==> config.mk <==
export PLATFORM = sky130hd
export DESIGN_NAME = cam_power_sequencer
export DESIGN_NICKNAME = d
export VERILOG_FILES = /design/src/rtl/cam_power_sequencer.sv
export SDC_FILE = /design/constraint.sdc
export NUM_CORES = 1
export LEC_CHECK = 0
export CAP_MARGIN = 0
export CELL_PAD_IN_SITES_DETAIL_PLACEMENT = 0
export CELL_PAD_IN_SITES_GLOBAL_PLACEMENT = 2
export CORE_UTILIZATION = 37
export DETAILED_ROUTE_END_ITERATION = 8
export PLACE_DENSITY_LB_ADDON = 0.1
export SLEW_MARGIN = 20
export SYNTH_ARGS = -nofsm -noshare
export SYNTH_HDL_FRONTEND = slang
export SYNTH_SLANG_ARGS = --single-unit
==> constraint.sdc <==
create_clock -name i_clk -period 2.77 [get_ports i_clk]
set_input_delay 0.4155 -clock i_clk [delete_from_list [all_inputs] [get_ports i_clk]]
set_output_delay 0.4155 -clock i_clk [all_outputs]
set_load 0.02 [all_outputs]
==> src/rtl/cam_power_sequencer.sv <==
`default_nettype none
// +----------------------------------------------------------------------------+
// | Module   : cam_power_sequencer                                             |
// | Purpose  : OV5642 power-up / reset sequencer. Walks the sensor through     |
// |            power-down, hardware reset and settle, launches SCCB register   |
// |            configuration and flags the video path ready once it is done.   |
// |            A rising edge on the debounced restart input re-runs the whole  |
// |            sequence without a system reset.                                |
// | Options  : `define CAM_SEQ_RETRY_EN to retry a failed configuration up to  |
// |            CFG_RETRIES times before declaring a fault.                     |
// | Revision : 1.0 - initial release                                           |
// +----------------------------------------------------------------------------+
module cam_power_sequencer #(
  parameter int PWDN_CYCLES        = 100_000,
  parameter int RSTB_CYCLES        = 100_000,
  parameter int SETTLE_CYCLES      = 2_000_000,
  parameter int CFG_TIMEOUT_CYCLES = 10_000_000,
  parameter int CNT_W              = 24,
  parameter int CFG_RETRIES        = 2
) (
  input  logic       i_clk,
  input  logic       i_rst,
  input  logic       i_restart,
  input  logic       i_cfg_done,
  input  logic       i_cfg_err,
  output logic       o_cam_pwdn,
  output logic       o_cam_rstn,
  output logic       o_cfg_start,
  output logic       o_ready,
  output logic       o_busy,
  output logic       o_fault,
  output logic [2:0] o_state
);

  // Reject meaningless timing/retry settings at elaboration.
  if (PWDN_CYCLES < 1 || RSTB_CYCLES < 1 || SETTLE_CYCLES < 1 ||
      CFG_TIMEOUT_CYCLES < 1 || CFG_RETRIES < 0) begin : g_bad_params
    $error("cam_power_sequencer: cycle parameters must be >= 1, CFG_RETRIES >= 0");
  end

  typedef enum logic [2:0] {
    ST_PWDN      = 3'd0,
    ST_RSTB      = 3'd1,
    ST_SETTLE    = 3'd2,
    ST_CFG_START = 3'd3,
    ST_CFG_WAIT  = 3'd4,
    ST_READY     = 3'd5,
    ST_FAULT     = 3'd6
  } state_t;

  // Last counter value of each timed state: the state exits on that edge.
  localparam logic [CNT_W-1:0] c_pwdn_last   = CNT_W'(PWDN_CYCLES - 1);
  localparam logic [CNT_W-1:0] c_rstb_last   = CNT_W'(RSTB_CYCLES - 1);
  localparam logic [CNT_W-1:0] c_settle_last = CNT_W'(SETTLE_CYCLES - 1);
  localparam logic [CNT_W-1:0] c_tmo_last    = CNT_W'(CFG_TIMEOUT_CYCLES - 1);

  state_t           r_state;
  state_t           w_next;
  logic [CNT_W-1:0] r_cnt;
  logic             r_restart_q;
  logic             w_restart_rise;
  logic             w_fail;

`ifdef CAM_SEQ_RETRY_EN
  localparam int                 c_rty_w   = (CFG_RETRIES < 1) ? 1 : $clog2(CFG_RETRIES + 1);
  localparam logic [c_rty_w-1:0] c_rty_max = c_rty_w'(CFG_RETRIES);
  logic [c_rty_w-1:0]            r_rty_cnt;
`endif

  // The edge-detect register resets high so a button held through reset is not a restart.
  assign w_restart_rise = i_restart & ~r_restart_q;

  // Next-state decision; restart overrides every other condition.
  always_comb begin
    w_next = r_state;
    w_fail = 1'b0;
    if (w_restart_rise) begin
      w_next = ST_PWDN;
    end else begin
      case (r_state)
        ST_PWDN:      if (r_cnt == c_pwdn_last)   w_next = ST_RSTB;
        ST_RSTB:      if (r_cnt == c_rstb_last)   w_next = ST_SETTLE;
        ST_SETTLE:    if (r_cnt == c_settle_last) w_next = ST_CFG_START;
        ST_CFG_START: w_next = ST_CFG_WAIT;
        ST_CFG_WAIT: begin
          // Error beats a simultaneous done; timeout only if done is absent.
          if (i_cfg_err || (!i_cfg_done && r_cnt == c_tmo_last)) begin
            w_fail = 1'b1;
          end else if (i_cfg_done) begin
            w_next = ST_READY;
          end
        end
        ST_READY:     w_next = ST_READY;
        ST_FAULT:     w_next = ST_FAULT;
        default:      w_next = ST_PWDN;
      endcase
      if (w_fail) begin
`ifdef CAM_SEQ_RETRY_EN
        w_next = (r_rty_cnt < c_rty_max) ? ST_PWDN : ST_FAULT;
`else
        w_next = ST_FAULT;
`endif
      end
    end
  end

  // State, delay counter and outputs all register on the same edge, outputs decoded from next state.
  always_ff @(posedge i_clk or posedge i_rst) begin
    if (i_rst) begin
      r_state     <= ST_PWDN;
      r_cnt       <= '0;
      r_restart_q <= 1'b1;
      o_cam_pwdn  <= 1'b1;
      o_cam_rstn  <= 1'b0;
      o_cfg_start <= 1'b0;
      o_ready     <= 1'b0;
      o_busy      <= 1'b1;
      o_fault     <= 1'b0;
      o_state     <= 3'd0;
`ifdef CAM_SEQ_RETRY_EN
      r_rty_cnt   <= '0;
`endif
    end else begin
      r_restart_q <= i_restart;
      r_state     <= w_next;
      // Counter restarts on every state entry (including a restart into PWDN) and freezes when idle.
      if (w_restart_rise || (w_next != r_state)) begin
        r_cnt <= '0;
      end else if (r_state != ST_READY && r_state != ST_FAULT) begin
        r_cnt <= r_cnt + 1'b1;
      end
      o_cam_pwdn  <= (w_next == ST_PWDN) || (w_next == ST_FAULT);
      o_cam_rstn  <= (w_next == ST_SETTLE) || (w_next == ST_CFG_START) ||
                     (w_next == ST_CFG_WAIT) || (w_next == ST_READY);
      o_cfg_start <= (w_next == ST_CFG_START);
      o_ready     <= (w_next == ST_READY);
      o_fault     <= (w_next == ST_FAULT);
      o_busy      <= (w_next != ST_READY) && (w_next != ST_FAULT);
      o_state     <= w_next;
`ifdef CAM_SEQ_RETRY_EN
      if (w_restart_rise || (w_next == ST_READY)) begin
        r_rty_cnt <= '0;
      end else if (w_fail && (w_next == ST_PWDN)) begin
        r_rty_cnt <= r_rty_cnt + 1'b1;
      end
`endif
    end
  end

endmodule
`default_nettype wire

# --- Yosys cells after proc, flatten, opt, wreduce, memory -nomap -nowiden ---
# Cells that the tools add are included.
classes:
  add_sub_neg: 1
  n_eq_ne: 19
  reduce_logical: 13
  mux: 13
  bitwise_logic: 2
op_table:
  columns: ["operator", "n"]
  rows:
  - ["24-bit two-way mux", 2]
  - ["24-bit by 1-bit adder with 24-bit output (second input constant)", 1]
  - ["24-bit by 17-bit == test with 1-bit output (second input constant)", 1]
  - ["24-bit by 21-bit == test with 1-bit output (second input constant)", 1]
  - ["24-bit == test (second input constant)", 1]
  - ["3-bit two-way mux", 7]
  - ["3-bit one-hot mux with 7 select lines", 1]
  - ["3-bit == test (second input constant)", 6]
  - ["3-bit by 2-bit == test with 1-bit output (second input constant)", 4]
  - ["3-bit != test (second input constant)", 4]
  - ["3-bit zero test", 2]
  - ["1-bit logical OR", 6]
  - ["3-bit by 1-bit == test with 1-bit output (second input constant)", 1]
  - ["1-bit logical AND", 3]
  - ["1-bit two-way mux", 3]
  - ["3-bit != test", 1]
  - ["2-bit nonzero test", 1]
  - ["1-bit bitwise AND", 1]
  - ["1-bit zero test", 1]
  - ["1-bit inverter", 1]
totals:
  reg_bits: 34
  elab_cells: 57
  out_inout_bits: 9

# --- Longest topological paths before layout ---
depth:
  word_depth: 12
  depth_mapped: 8
  ltp_nobuf: 7

# --- Worst setup path before layout ---
# Ideal clock, no wire load.
synth_timing:
  path_kind: "register to register"
  from: "register r_state[2]"
  to: "register r_cnt[10]"
  path_stages_with_launch: 9
  synth_period_minus_slack_ps: 2235
  path_slack_ps: 535
  setup_ps: 123
  arrival_time_ps: 2112
  cell_sequence: "dfrtp_1 -> buf_6 -> or3b_1 -> or4_1 -> nor3_2 -> a211oi_1 -> o21ai_2 -> buf_6 -> nor3b_1"
synth_via:
  elab_chain_cells: 8
  word_cells_on_any_way: 24
  classes_between: "eq/ne: 9; mux: 11; reduce/logical: 4"
synth_rtl:
  columns: ["element", "line_no", "source"]
  rows:
  - ["start, declared", "57", "state_t r_state;"]
  - ["start signal, assigned", "125", "r_state <= w_next;"]
  - ["3-bit two-way mux or 3-bit == test (tied branches)", "89, 80", null]
  - ["3-bit two-way mux or 1-bit two-way mux (tied branches)", "87, 80", null]
  - ["3-bit one-hot mux with 7 select lines or 1-bit two-way mux (tied branches)", "80, 77", null]
  - ["3-bit two-way mux", "97", "if (w_fail) begin"]
  - ["3-bit two-way mux", "77", "if (w_restart_rise) begin"]
  - ["3-bit != test", "127", "if (w_restart_rise || (w_next != r_state)) begin"]
  - ["1-bit logical OR", "127", null]
  - ["24-bit two-way mux or 2-bit nonzero test (tied branches)", null, null]
  - ["end signal, assigned", "130", "r_cnt <= r_cnt + 1'b1;"]
  - ["end, declared", "59", "logic [CNT_W-1:0] r_cnt;"]
# Several ways; a longest one is shown, not always the timed one. The select of a mux whose other input is x is not followed.
# A chain may end at the register's enable or synchronous reset.

# --- Final worst setup path ---
layout_timing:
  from: "register r_cnt[21]"
  to: "register r_state[0]"
layout_via:
  elab_chain_cells: 8
  word_cells_on_any_way: 15
  classes_between: "eq/ne: 3; mux: 10; reduce/logical: 2"
layout_rtl:
  columns: ["element", "line_no", "source"]
  rows:
  - ["24-bit == test", "87", "if (i_cfg_err || (!i_cfg_done && r_cnt == c_tmo_last)) begin"]
  - ["1-bit logical AND", "87", null]
  - ["1-bit logical OR", "87", null]
  - ["1-bit two-way mux", "87", null]
  - ["1-bit two-way mux", "80", "case (r_state)"]
  - ["1-bit two-way mux", "77", null]
  - ["3-bit two-way mux *", "97", null]
  - ["3-bit two-way mux *", "77", null]
  - ["named net w_next[0]", "58", "state_t w_next;"]
# The timed path passes the listed nets; every way through them passes the cells marked *. The select of a mux whose other input is x is not followed.

==> summary.txt <==
Critical path
  – CP required: 2.94 ns
  – Crit path kind: reg -> reg
  – Setup crit start kind: flop
  – Worst Path Arrival: 2.66 ns
  – CP Capture Type: flop
  – Worst Path Max Fanout: 6
  – Largest stage delay on the critical path: 0.49 ns
  – Crit path cell chain: nor4b_1 > nand4_1 > o21a_1 > o31ai_1 > or2b_2 > and2_1
  – Reg2reg path depth: 6
  – CP max stage cell: nor4b_1

STA
  – Slew HR: 68.10%
  – Minimum clock period: 2.482 ns
  – Fmax: 403.0 MHz
  – Worst-margin pin slew: 0.4718 ns
  – Fin worst setup slack: 0.2885 ns
  – Fin Setup TNS: 0 ns
  – Count of final setup violators: 0
  – Final Skew: 0.005366 ns
  – Hold Slack: 0.5296 ns
  – Count of final max-slew check failures: 0
  – Final Cycle Share: 89.59%
  – Final Hold Vio Count: 0
  – RSZ-0062 raised after global routing: no

Routing
  – Drt first pass iters: 4
  – Routed length per instance: 15.17 µm
  – Remaining DRCs: 0
  – DRT iter0 DRCs: 139
  – Final wirelength: 4431 µm
  – Post-DRT Antenna Nets: 0
  – Vias per cell: 5.401
  – Vias: 1577

GRT
  – Largest net degree at the start of global routing: 35
  – Total global-route track usage: 18.35%
  – Grt ovf: 0
  – Vias in the first global route: 1521
  – First-pass GRT wire length: 7555 µm
  – Initial antenna violation count: 0

Clock network
  – Post-CTS setup buffer count: 0
  – Clock Sinks: 34
  – CTS H-Tree Depth: 2
  – # resized after CTS: 0
  – Hold Buf Count CTS: 0
  – CTS root buf: clkbuf_8
  – Clock Tree Buf Depth: 2
  – CTS tree: yes
  – Total CTS buffers: 5
  – Clk slew on worst S/H paths: 0.07 ns
  – Clk_lat worst skew: 0.28 ns

Synth
  – Cell Area, Synth: 0.001944 mm²
  – Syn_area_per_cell: 9.531 µm²
  – Netlist cell types: 43
  – Asr flop ratio synth: 100.0%
  – Post-synth EDFFs: 0
  – Seq/Total Area, Yosys: 43.95%
  – Synth Register Bits: 34
  – Synth Flop Type: dfrtp_1
  – Syn Inst Count: 204
  – Synthesized net count: 210
  – Synth warn: 0

Layout
  – Finished Cell Area: 0.002222 mm²
  – Fill cells: 504
  – Ant diodes: 0
  – Nets: 227
  – Share of post-route cells with drive strength above 1: 9.910%
  – Area growth, synth to finish: 14.29%

Placed design
  – Setup WS pre-CTS: 0.3377 ns
  – Dpl cell area: 0.002132 mm²
  – Number of buffers added on ports: 13
  – Post-detail-place hpwl: 3135 µm
  – RePlAce Congestion: 0.8071

Floorplanning
  – Core Footprint: 0.005075 mm²
  – Std-Cell Rows: 26
  – IO Count: 14
  – Die Span Y: 74.49 µm
  – Starting Density: 38.31%
  – Die area: 0.005549 mm²
  – Die X: 74.49 µm

Outcome
  – Outcome: finished, final reports clean

Pwr
  – VDD IR max: 0.2569 mV
  – LEAKAGE: 0.8633 nW
  – PwrDens: 462.3 mW/mm²

Flow run
  – Max-cap viol count: 0

Min path
  – Hold Crit Class: in -> async
==> kinds of logic after synthesis <==
| group | after synthesis | synth area share [%] |
|---|---|---|
| mux | 1 | 0.5148 |
| flops | 34 | 43.95 |
| compound gates | 20 | 6.500 |
| xor+xnor | 24 | 10.81 |
| simple gates | 109 | 32.75 |
| fa+ha+maj | 1 | 0.6434 |
| buf+inv | 15 | 4.826 |
==> where the power goes <==
group,total (W),leakage [nW],switching (W),internal (W)
sequential,0.000547,0.460,0.0000256,0.000521
combinational,0.0000976,0.358,0.0000516,0.0000460
clock,0.000383,0.0455,0.000180,0.000203
total,0.00103,0.863,0.000257,0.000770
==> final timing paths <==
| kind | from | endpoint | slack, ns |
|---|---|---|---|
| worst min-delay path | i_rst | o_cfg_start$_DFF_PP0_ | 0.53 |
| min in group i_clk | r_cnt[4]$_DFFE_PP0P_ | r_cnt[4]$_DFFE_PP0P_ | 0.58 |
| max in group asynchronous | i_rst | r_restart_q$_DFF_PP1_ | 1.90 |
| worst max register to register | r_cnt[21]$_DFFE_PP0P_ | r_state[0]$_DFF_PP0_ | 0.29 |
| worst min register to register | r_cnt[4]$_DFFE_PP0P_ | r_cnt[4]$_DFFE_PP0P_ | 0.58 |
| worst max-delay path | r_cnt[21]$_DFFE_PP0P_ | r_state[0]$_DFF_PP0_ | 0.29 |
==> worst max-delay path: cells and delay by family (launching register included) <==
| kind | cells | cell delay [ns] |
|---|---|---|
| AOI/OAI and AO/OA | 2 | 0.63 |
| DFF | 1 | 0.43 |
| and+or+nand+nor | 4 | 1.33 |
==> Yosys cell counts (2+ instances only) <==
master	count	area share, %
o21a_1	2	0.77
dfstp_2	3	4.1
nor2_1	16	3.1
nor3b_2	2	1.3
buf_6	5	2.9
inv_1	7	1.4
xor2_1	6	2.7
o21ai_0	6	1.5
nor4_1	4	1.3
xnor2_1	18	8.1
a31oi_1	2	0.64
clkbuf_1	3	0.58
nand4_1	13	4.2
nor4bb_1	2	1.0
nand2_1	24	4.6
dfrtp_1	31	40
and2_1	4	1.3
a21oi_1	3	0.77
nand3_1	5	1.3
nor4b_1	2	0.90
nor3_1	6	1.5
and3_1	6	1.9
nor3b_1	13	5.0
nor2b_1	2	0.64
==> cell usage in the layout, fill, tap and decap left out, types with 3 or more instances in the layout <==
cell type	instances
clkbuf_8	6
nor4_1	4
clkdlybuf4s50_1	13
o21ai_0	6
nor2_1	16
xor2_1	6
a21oi_1	3
nand4_1	13
nor3b_1	13
dfrtp_1	31
nand2_1	24
inv_1	7
nor3_1	6
and3_1	6
buf_4	5
xnor2_1	18
dfstp_2	3
nand3_1	5
and2_1	4
==> per-layer routing <==
layer  vias to the layer above  track usage [%]  routed length [µm]
met1                       788            25.42                2157
met3                         4            4.201                 184
li1                        753                -                   -
met2                        32            28.43                2047
met5                         -                0                   0
met4                         0            5.660                  41
==> sequential cells by signal, summed over array words and instances, names as in the netlist <==
register and count:
r_cnt 24, r_state 3, o_busy 1, o_cam_pwdn 1, o_cam_rstn 1, o_cfg_start 1, o_fault 1, o_ready 1
r_restart_q 1
==> cell type report <==
cell class                 count  area [µm²]  area share, %
clock buffer                   8       90.09          4.054
inverter                       7       26.28          1.182
multi-input combinational    155       996.0          44.82
sequential                    34       854.6          38.46
tap                           70       87.58          3.941
timing repair buffer          18       167.7          7.545
==> stage by stage <==
step | total power [W] | cells | utilization (%)
after global placement | 0.0006529 | 284 | 42.01
after CTS | 0.001042 | 292 | 43.79
after detailed placement | 0.0006555 | 284 | 42.01
after floorplan | 0.0006286 | 204 | -
after global routing | 0.001080 | 292 | 43.79
final | 0.001027 | 292 | 43.79
No activity file was read; power rests on OpenSTA's default activity.
